[src/rtl/regfile_writeback_if.sv]
// Memory / long-latency result channel into the register-file write-back stage.
// The producer drives a result with valid and holds it stable until ready is seen.
interface regfile_writeback_if;
    logic        mem_valid;
    logic        mem_ready;
    logic [4:0]  mem_rd;
    logic [31:0] mem_data;

    modport master (
        output mem_valid,
        output mem_rd,
        output mem_data,
        input  mem_ready
    );

    modport slave (
        input  mem_valid,
        input  mem_rd,
        input  mem_data,
        output mem_ready
    );
endinterface

[src/rtl/regfile_writeback.sv]
// regfile_writeback: merges ALU results and buffered memory results into the
// single register-file write port and tracks pending long-latency destinations.
// ALU results always win the port; memory results wait in a small FIFO.
// Optional feature: define WB_BYPASS_EN to add write-port forwarding outputs
// (fwd1_valid/fwd1_data, fwd2_valid/fwd2_data) that also mask busy1/busy2.
module regfile_writeback #(
    parameter int unsigned FIFO_DEPTH = 4
) (
    input  logic                          clk,
    input  logic                          rst,
    input  logic                          alu_valid,
    input  logic [4:0]                    alu_rd,
    input  logic [31:0]                   alu_data,
    regfile_writeback_if.slave            mem,
    input  logic                          pend_set,
    input  logic [4:0]                    pend_rd,
    input  logic [4:0]                    srcreg1_num,
    input  logic [4:0]                    srcreg2_num,
    output logic                          busy1,
    output logic                          busy2,
    output logic                          reg_we,
    output logic [4:0]                    dstreg_num,
    output logic [31:0]                   write_value,
    output logic [$clog2(FIFO_DEPTH):0]   fifo_count
`ifdef WB_BYPASS_EN
    ,
    output logic                          fwd1_valid,
    output logic [31:0]                   fwd1_data,
    output logic                          fwd2_valid,
    output logic [31:0]                   fwd2_data
`endif
);

    localparam int unsigned PTR_W  = $clog2(FIFO_DEPTH);
    localparam int unsigned CNT_W  = PTR_W + 1;
    localparam int unsigned REG_N  = 32;

    typedef struct packed {
        logic [4:0]  rd;
        logic [31:0] data;
    } wb_entry_t;

    wb_entry_t              fifo_mem [FIFO_DEPTH];
    logic [PTR_W-1:0]       wr_ptr;
    logic [PTR_W-1:0]       rd_ptr;
    logic                   fifo_full;
    logic                   fifo_empty;
    logic                   push;
    logic                   pop;
    wb_entry_t              head;
    logic                   out_is_mem;
    logic [REG_N-1:0]       scoreboard;
    logic [REG_N-1:0]       scoreboard_next;

    // FIFO status and handshake decode
    always_comb begin
        fifo_full     = (fifo_count == CNT_W'(FIFO_DEPTH));
        fifo_empty    = (fifo_count == '0);
        mem.mem_ready = !fifo_full;
        push          = mem.mem_valid && !fifo_full;
        pop           = !alu_valid && !fifo_empty;
        head          = fifo_mem[rd_ptr];
    end

    // FIFO storage: payload only, no reset needed
    always_ff @(posedge clk) begin
        if (push) begin
            fifo_mem[wr_ptr] <= '{rd: mem.mem_rd, data: mem.mem_data};
        end
    end

    // FIFO pointers and occupancy; pointers wrap naturally at FIFO_DEPTH
    always_ff @(posedge clk or posedge rst) begin
        if (rst) begin
            wr_ptr     <= '0;
            rd_ptr     <= '0;
            fifo_count <= '0;
        end else begin
            if (push) begin
                wr_ptr <= wr_ptr + PTR_W'(1);
            end
            if (pop) begin
                rd_ptr <= rd_ptr + PTR_W'(1);
            end
            case ({push, pop})
                2'b10:   fifo_count <= fifo_count + CNT_W'(1);
                2'b01:   fifo_count <= fifo_count - CNT_W'(1);
                default: fifo_count <= fifo_count;
            endcase
        end
    end

    // Write-port register: ALU first, then FIFO head, else idle; x0 never writes
    always_ff @(posedge clk or posedge rst) begin
        if (rst) begin
            reg_we      <= 1'b0;
            dstreg_num  <= '0;
            write_value <= '0;
            out_is_mem  <= 1'b0;
        end else if (alu_valid) begin
            reg_we      <= (alu_rd != 5'd0);
            dstreg_num  <= alu_rd;
            write_value <= alu_data;
            out_is_mem  <= 1'b0;
        end else if (pop) begin
            reg_we      <= (head.rd != 5'd0);
            dstreg_num  <= head.rd;
            write_value <= head.data;
            out_is_mem  <= 1'b1;
        end else begin
            reg_we      <= 1'b0;
            out_is_mem  <= 1'b0;
        end
    end

    // Scoreboard update: committed memory write clears, issue sets, set wins
    always_comb begin
        scoreboard_next = scoreboard;
        if (out_is_mem) begin
            scoreboard_next[dstreg_num] = 1'b0;
        end
        if (pend_set && (pend_rd != 5'd0)) begin
            scoreboard_next[pend_rd] = 1'b1;
        end
        scoreboard_next[0] = 1'b0;
    end

    // Scoreboard register
    always_ff @(posedge clk or posedge rst) begin
        if (rst) begin
            scoreboard <= '0;
        end else begin
            scoreboard <= scoreboard_next;
        end
    end

`ifdef WB_BYPASS_EN
    // Forward the value sitting in the write-port register and hide its busy
    always_comb begin
        fwd1_valid = reg_we && (dstreg_num == srcreg1_num) && (dstreg_num != 5'd0);
        fwd2_valid = reg_we && (dstreg_num == srcreg2_num) && (dstreg_num != 5'd0);
        fwd1_data  = write_value;
        fwd2_data  = write_value;
        busy1      = scoreboard[srcreg1_num] && (srcreg1_num != 5'd0) && !fwd1_valid;
        busy2      = scoreboard[srcreg2_num] && (srcreg2_num != 5'd0) && !fwd2_valid;
    end
`else
    // Operand busy straight from the scoreboard
    always_comb begin
        busy1 = scoreboard[srcreg1_num] && (srcreg1_num != 5'd0);
        busy2 = scoreboard[srcreg2_num] && (srcreg2_num != 5'd0);
    end
`endif

endmodule

[src/flat_wrapper.sv]
// flat-port wrapper written by rule: the top's interface ports become plain ports
module regfile_writeback_flat 
#(
    parameter int unsigned FIFO_DEPTH = 4
)
  (clk, rst, alu_valid, alu_rd, alu_data, pend_set, pend_rd, srcreg1_num, srcreg2_num, busy1, busy2, reg_we, dstreg_num, write_value, fifo_count, mem_mem_valid, mem_mem_rd, mem_mem_data, mem_mem_ready);
  regfile_writeback_if mem_i ();
  input  logic clk;
  input  logic rst;
  input  logic alu_valid;
  input  logic [4:0] alu_rd;
  input  logic [31:0] alu_data;
  input  logic pend_set;
  input  logic [4:0] pend_rd;
  input  logic [4:0] srcreg1_num;
  input  logic [4:0] srcreg2_num;
  output logic busy1;
  output logic busy2;
  output logic reg_we;
  output logic [4:0] dstreg_num;
  output logic [31:0] write_value;
  output logic [$clog2(FIFO_DEPTH):0] fifo_count;
  input wire logic [$bits(mem_i.mem_valid)-1:0] mem_mem_valid;
  input wire logic [$bits(mem_i.mem_rd)-1:0] mem_mem_rd;
  input wire logic [$bits(mem_i.mem_data)-1:0] mem_mem_data;
  output wire logic [$bits(mem_i.mem_ready)-1:0] mem_mem_ready;
  assign mem_i.mem_valid = mem_mem_valid;
  assign mem_i.mem_rd = mem_mem_rd;
  assign mem_i.mem_data = mem_mem_data;
  assign mem_mem_ready = mem_i.mem_ready;
  regfile_writeback #(.FIFO_DEPTH(FIFO_DEPTH)) u_core (.clk(clk), .rst(rst), .alu_valid(alu_valid), .alu_rd(alu_rd), .alu_data(alu_data), .mem(mem_i), .pend_set(pend_set), .pend_rd(pend_rd), .srcreg1_num(srcreg1_num), .srcreg2_num(srcreg2_num), .busy1(busy1), .busy2(busy2), .reg_we(reg_we), .dstreg_num(dstreg_num), .write_value(write_value), .fifo_count(fifo_count));
endmodule
[config.mk]
export PLATFORM = sky130hd
export DESIGN_NAME = regfile_writeback_flat
export DESIGN_NICKNAME = d
export VERILOG_FILES = /design/src/rtl/regfile_writeback_if.sv /design/src/rtl/regfile_writeback.sv /design/src/flat_wrapper.sv
export SDC_FILE = /design/constraint.sdc
export NUM_CORES = 1
export LEC_CHECK = 0
export BUFFER_PORTS_ARGS = -buffer_cell sky130_fd_sc_hd__buf_2
export CAP_MARGIN = 20
export CORE_ASPECT_RATIO = 0.7
export CORE_MARGIN = 10
export CORE_UTILIZATION = 35
export DETAILED_ROUTE_END_ITERATION = 7
export PLACE_DENSITY_LB_ADDON = 0.05
export SETUP_SLACK_MARGIN = 0.3
export SYNTH_ARGS = -nofsm -noshare
export SYNTH_HDL_FRONTEND = slang
export SYNTH_SLANG_ARGS = --single-unit
[constraint.sdc]
create_clock -name clk -period 5.3 [get_ports clk]
set_input_delay 0.795 -clock clk [delete_from_list [all_inputs] [get_ports clk]]
set_output_delay 0.795 -clock clk [all_outputs]
set_load 0.1 [all_outputs]
==> results summary <==
In this run the static leakage power is 4.151 nW. The worst pin sits at a relative slew slack of 0.2913. The worst-case reg-to-reg path depth is 4.

The synthesized cell area came out at between 0.009 and 0.01 mm2. The cell chosen for the clock root is sky130_fd_sc_hd__clkbuf_16. The sequential cell area is between 0.006 and 0.007 mm2. The total area inside the core boundary comes to about 0.027 mm2. With fillers left out, the area of the finished cells amounts to ~0.011 mm2. The remaining global-route overflow is 0. The wire length on met3 came out at between 1.5 and 2 mm. The detailed-route wire length on metal 1 is ~11 mm. Signal routing reaches up to met5. The number of standard cells after synthesis came out at 598.

The post-route DRC violation count is 0. The maximum clock skew at final layout is 0.01227 ns. At the end of routability-driven placement, the weighted congestion stood at ~0.83.

The number of DRC markers in iteration 0 came out at 373. The number of global-route vias before repair came to about 6100. The maximum net fanout on the critical path came out at 13. The instance area at placement is between 0.01 and 0.015 mm2. The aggregate routed wire length is between 20 and 25 mm. No sink is reached through more buffers than the 3 on the longest clock path. The number of vias in the routed layout is approximately 5700.

The number of detailed-route iterations in the first pass is 4. The warning count from the yosys run came out at 0. The routed length on met2 came out at 10.66 mm.

The starting density of the core is 0.3539. The final layout contains approximately 840 nets. The number of pins with negative max-slew slack in the final report came to 0. The die is approximately 220 um wide.

The vias per cell came out at between 5 and 6. The fraction of final layout cells with drive strength greater than 1 is 0.3179. Once detail routing completed, the nets flagged for antenna violations numbered 0. The HPWL reported at the end of detailed placement came out at roughly 16 mm. The flow ran to the end, and the final reports show no timing, DRC or antenna violations. The number of enable flip-flop cells after synthesis is approximately 150. The total area of multi-input combinational cells is about 0.0029 mm2.

The endpoint required time on the critical path came out at between 4 and 5 ns. The worst endpoint data arrival time is about 2.5 ns. Summed over all instances, the cell type with the most area after synthesis is sky130_fd_sc_hd__edfxtp_1. The initial antenna violation count came out at 6. After detailed placement, the design holds a cell count of roughly 1100. The synthesized area per cell came out at 15.77 um2. TritonCTS built the clock tree. The first global-routing pass estimated between 30 and 40 mm of wire. The buffers inserted during post-CTS setup optimization is 0. The CTS sink count is around 230. The transition time of the tightest slew-check pin is about 1.1 ns.

The clock-pin slew on the worst setup and hold paths is ~0.060 ns. The die covers between 0.03 and 0.04 mm2. The maximum vdd ir drop is ~0.00057 V. The number of gates resized after CTS was 0. The area share of the largest cell type after synthesis came out at 0.4712. Entering global routing, the biggest net connects 64 pins.

The worst path needs between 3 and 4 ns of the cycle, external delays included. Counting the fill cells in the layout gives 2475. Setup repair after global routing left no endpoint under its margin. The signed area change from the synthesized netlist to the final layout is 19.09%. Yosys attributes the largest share of cell area to sky130_fd_sc_hd__edfxtp_1 (47%), sky130_fd_sc_hd__dfrtp_1 (20%), sky130_fd_sc_hd__mux4_2 (9.3%), sky130_fd_sc_hd__o21ai_0 (4.9%), sky130_fd_sc_hd__mux2i_1 (4.8%). In this run the vertical extent of the chip is approximately 160 um.

For the worst-skew pair, the clock arrives at the later sink with an insertion delay of 0.51 ns. The number of core rows came out at 50. The number of top-level pins came out at between 100 and 150. The number of max-cap violations is 0. The aggregate global-route resource usage came out at 0.1386. Input and output buffers added on the ports amount to 137. The async set or reset register ratio after synthesis is 0.3422. The worst setup path is captured at an output pin. The most used flip-flop cell after synthesis is sky130_fd_sc_hd__edfxtp_1. The number of clock buffers inserted by TritonCTS came out at 24.

The critical path launch point type is an input pin. Adding up every negative setup slack in the final design gives 0 ns. After detailed routing, the average wire length per cell comes to ~21 um.

Static timing analysis puts the maximum clock frequency at between 300 and 400 MHz. The worst min-delay path class is input pin to async pin. The final cell count without fillers came out at between 1000 and 1500. The critical path class is input pin to output pin. The total setup violations reported at the end of the flow is 0. The number of nets produced by synthesis came out at 698. The post-synthesis sequential element count came out at around 230.

The count of endpoints failing hold in the final timing report is 0. The post-route clock period utilization is 0.6245. The sequential area share after synthesis is 0.6754.

The CTS H-tree depth came out at 1. After synthesis, the netlist uses 47 different library cells. The number of hold buffers added after CTS was 0.

In this run the power density over the cells is ~630 mW/mm2.
[cells in the mapped netlist, types with 2 or more instances]
master	number
sky130_fd_sc_hd__mux4_1	2
sky130_fd_sc_hd__buf_4	5
sky130_fd_sc_hd__o31ai_1	2
sky130_fd_sc_hd__mux2i_1	45
sky130_fd_sc_hd__nor4_1	2
sky130_fd_sc_hd__clkbuf_1	13
sky130_fd_sc_hd__a32oi_1	2
sky130_fd_sc_hd__a31oi_1	2
sky130_fd_sc_hd__a2111oi_0	4
sky130_fd_sc_hd__or3b_2	2
sky130_fd_sc_hd__and4bb_2	2
sky130_fd_sc_hd__a22o_1	2
sky130_fd_sc_hd__nor2b_1	9
sky130_fd_sc_hd__nand4_1	2
sky130_fd_sc_hd__a221oi_1	2
sky130_fd_sc_hd__inv_1	11
sky130_fd_sc_hd__dfrtp_1	77
sky130_fd_sc_hd__xnor2_1	3
sky130_fd_sc_hd__nand2b_1	6
sky130_fd_sc_hd__a222oi_1	3
sky130_fd_sc_hd__mux2_2	9
sky130_fd_sc_hd__edfxtp_1	148
sky130_fd_sc_hd__nand3b_1	6
sky130_fd_sc_hd__a311oi_1	2
sky130_fd_sc_hd__nand3_1	10
sky130_fd_sc_hd__xor2_1	3
sky130_fd_sc_hd__buf_6	2
sky130_fd_sc_hd__o311ai_0	2
sky130_fd_sc_hd__o22ai_1	2
sky130_fd_sc_hd__a221o_1	2
sky130_fd_sc_hd__nor3b_1	2
sky130_fd_sc_hd__buf_2	13
sky130_fd_sc_hd__ha_1	5
sky130_fd_sc_hd__o21ai_0	92
sky130_fd_sc_hd__mux4_2	39
sky130_fd_sc_hd__and3_1	4
sky130_fd_sc_hd__nor2_1	5
sky130_fd_sc_hd__nand2_1	47
[power breakdown]
group	switching, mW	internal [mW]	leakage [nW]
combinational	1.96	0.744	1.58
sequential	0.404	2.42	2.22
clock	0.660	0.880	0.347
total	3.03	4.04	4.15
[area by class of cell]
class / instances / area share
clock buffer: 35 / 0.05992
antenna: 5 / 0.001114
tap: 364 / 0.04054
timing repair buffer: 146 / 0.06850
clock inverter: 9 / 0.004121
multi-input combinational: 329 / 0.2546
sequential: 225 / 0.5674
inverter: 11 / 0.003787
[per-stage QoR]
step	hold slack (ns)	setup WS (ns)	total power, mW	utilization
global placement	0.4568	2.081	5.571	0.3936
detailed placement	0.4652	2.010	5.616	0.3940
global route	0.2127	1.849	7.459	0.4210
CTS	0.2025	2.013	7.184	0.4210
floorplan	0.4775	1.735	4.893	-
finish	0.2140	1.990	7.065	0.4215
[per-layer routing]
metal  vias up  GRT usage
met5         -          0
met4         2    0.03219
met3        30    0.04314
met2       159     0.2156
met1      2844     0.1861
li1       2626          -
[cells by family (layout without fill, tap and decap cells)]
family / Yosys count / after routing / synth area share
flops: 225 / 225 / 0.6754
xor+xnor: 6 / 6 / 0.005572
other cells: 0 / 5 / 0
fa+ha+maj: 6 / 6 / 0.008755
buf+inv: 44 / 201 / 0.02282
compound gates: 121 / 121 / 0.07494
mux: 95 / 95 / 0.1572
simple gates: 101 / 101 / 0.05531
[path summary, 6_finish.rpt]
| path | from | endpoint | slack, ns |
|---|---|---|---|
| worst max register to register | u_core.rd_ptr[0] | u_core.reg_we | 3.06 |
| max in group asynchronous | rst | u_core.rd_ptr[0] | 3.85 |
| worst max-delay path | srcreg2_num[1] | busy2 | 1.99 |
| min in group clk | u_core.write_value[2] | u_core.write_value[2] | 0.47 |
| worst min register to register | u_core.write_value[2] | u_core.write_value[2] | 0.47 |
| worst min-delay path | rst | u_core.write_value[11] | 0.21 |
[flip-flops by register name (all words and copies together), names as in the netlist]
name / cells
u_core.write_value: 32
u_core.scoreboard: 31
u_core.dstreg_num: 5
u_core.reg_we: 1
u_core.wr_ptr: 2
u_core.rd_ptr: 2
u_core.fifo_count: 3
u_core.out_is_mem: 1
u_core.fifo_mem: 148
[critical path, stage by stage]
cell and delay (ns):
sky130_fd_sc_hd__buf_2 0.26, sky130_fd_sc_hd__mux2_2 0.38, sky130_fd_sc_hd__o311ai_0 0.30, sky130_fd_sc_hd__a221oi_1 0.09
sky130_fd_sc_hd__a221o_1 0.39, sky130_fd_sc_hd__buf_2 0.30
[cells in the final DEF (no fill, tap or decap), drive strengths merged, types with 3 or more instances in the layout]
master / n
mux4: 41
nor2b: 9
a222oi: 3
nor2: 6
nand2: 47
inv: 10
mux2: 9
a2111oi: 4
ha: 5
nor4: 3
dfrtp: 77
o21ai: 93
nand2b: 6
clkbuf: 35
xor2: 3
xnor2: 3
buf: 146
diode: 5
mux2i: 45
nand3: 10
nand3b: 6
clkinv: 8
and3: 4
edfxtp: 148
Note: power is estimated with default switching activity, not from simulation.
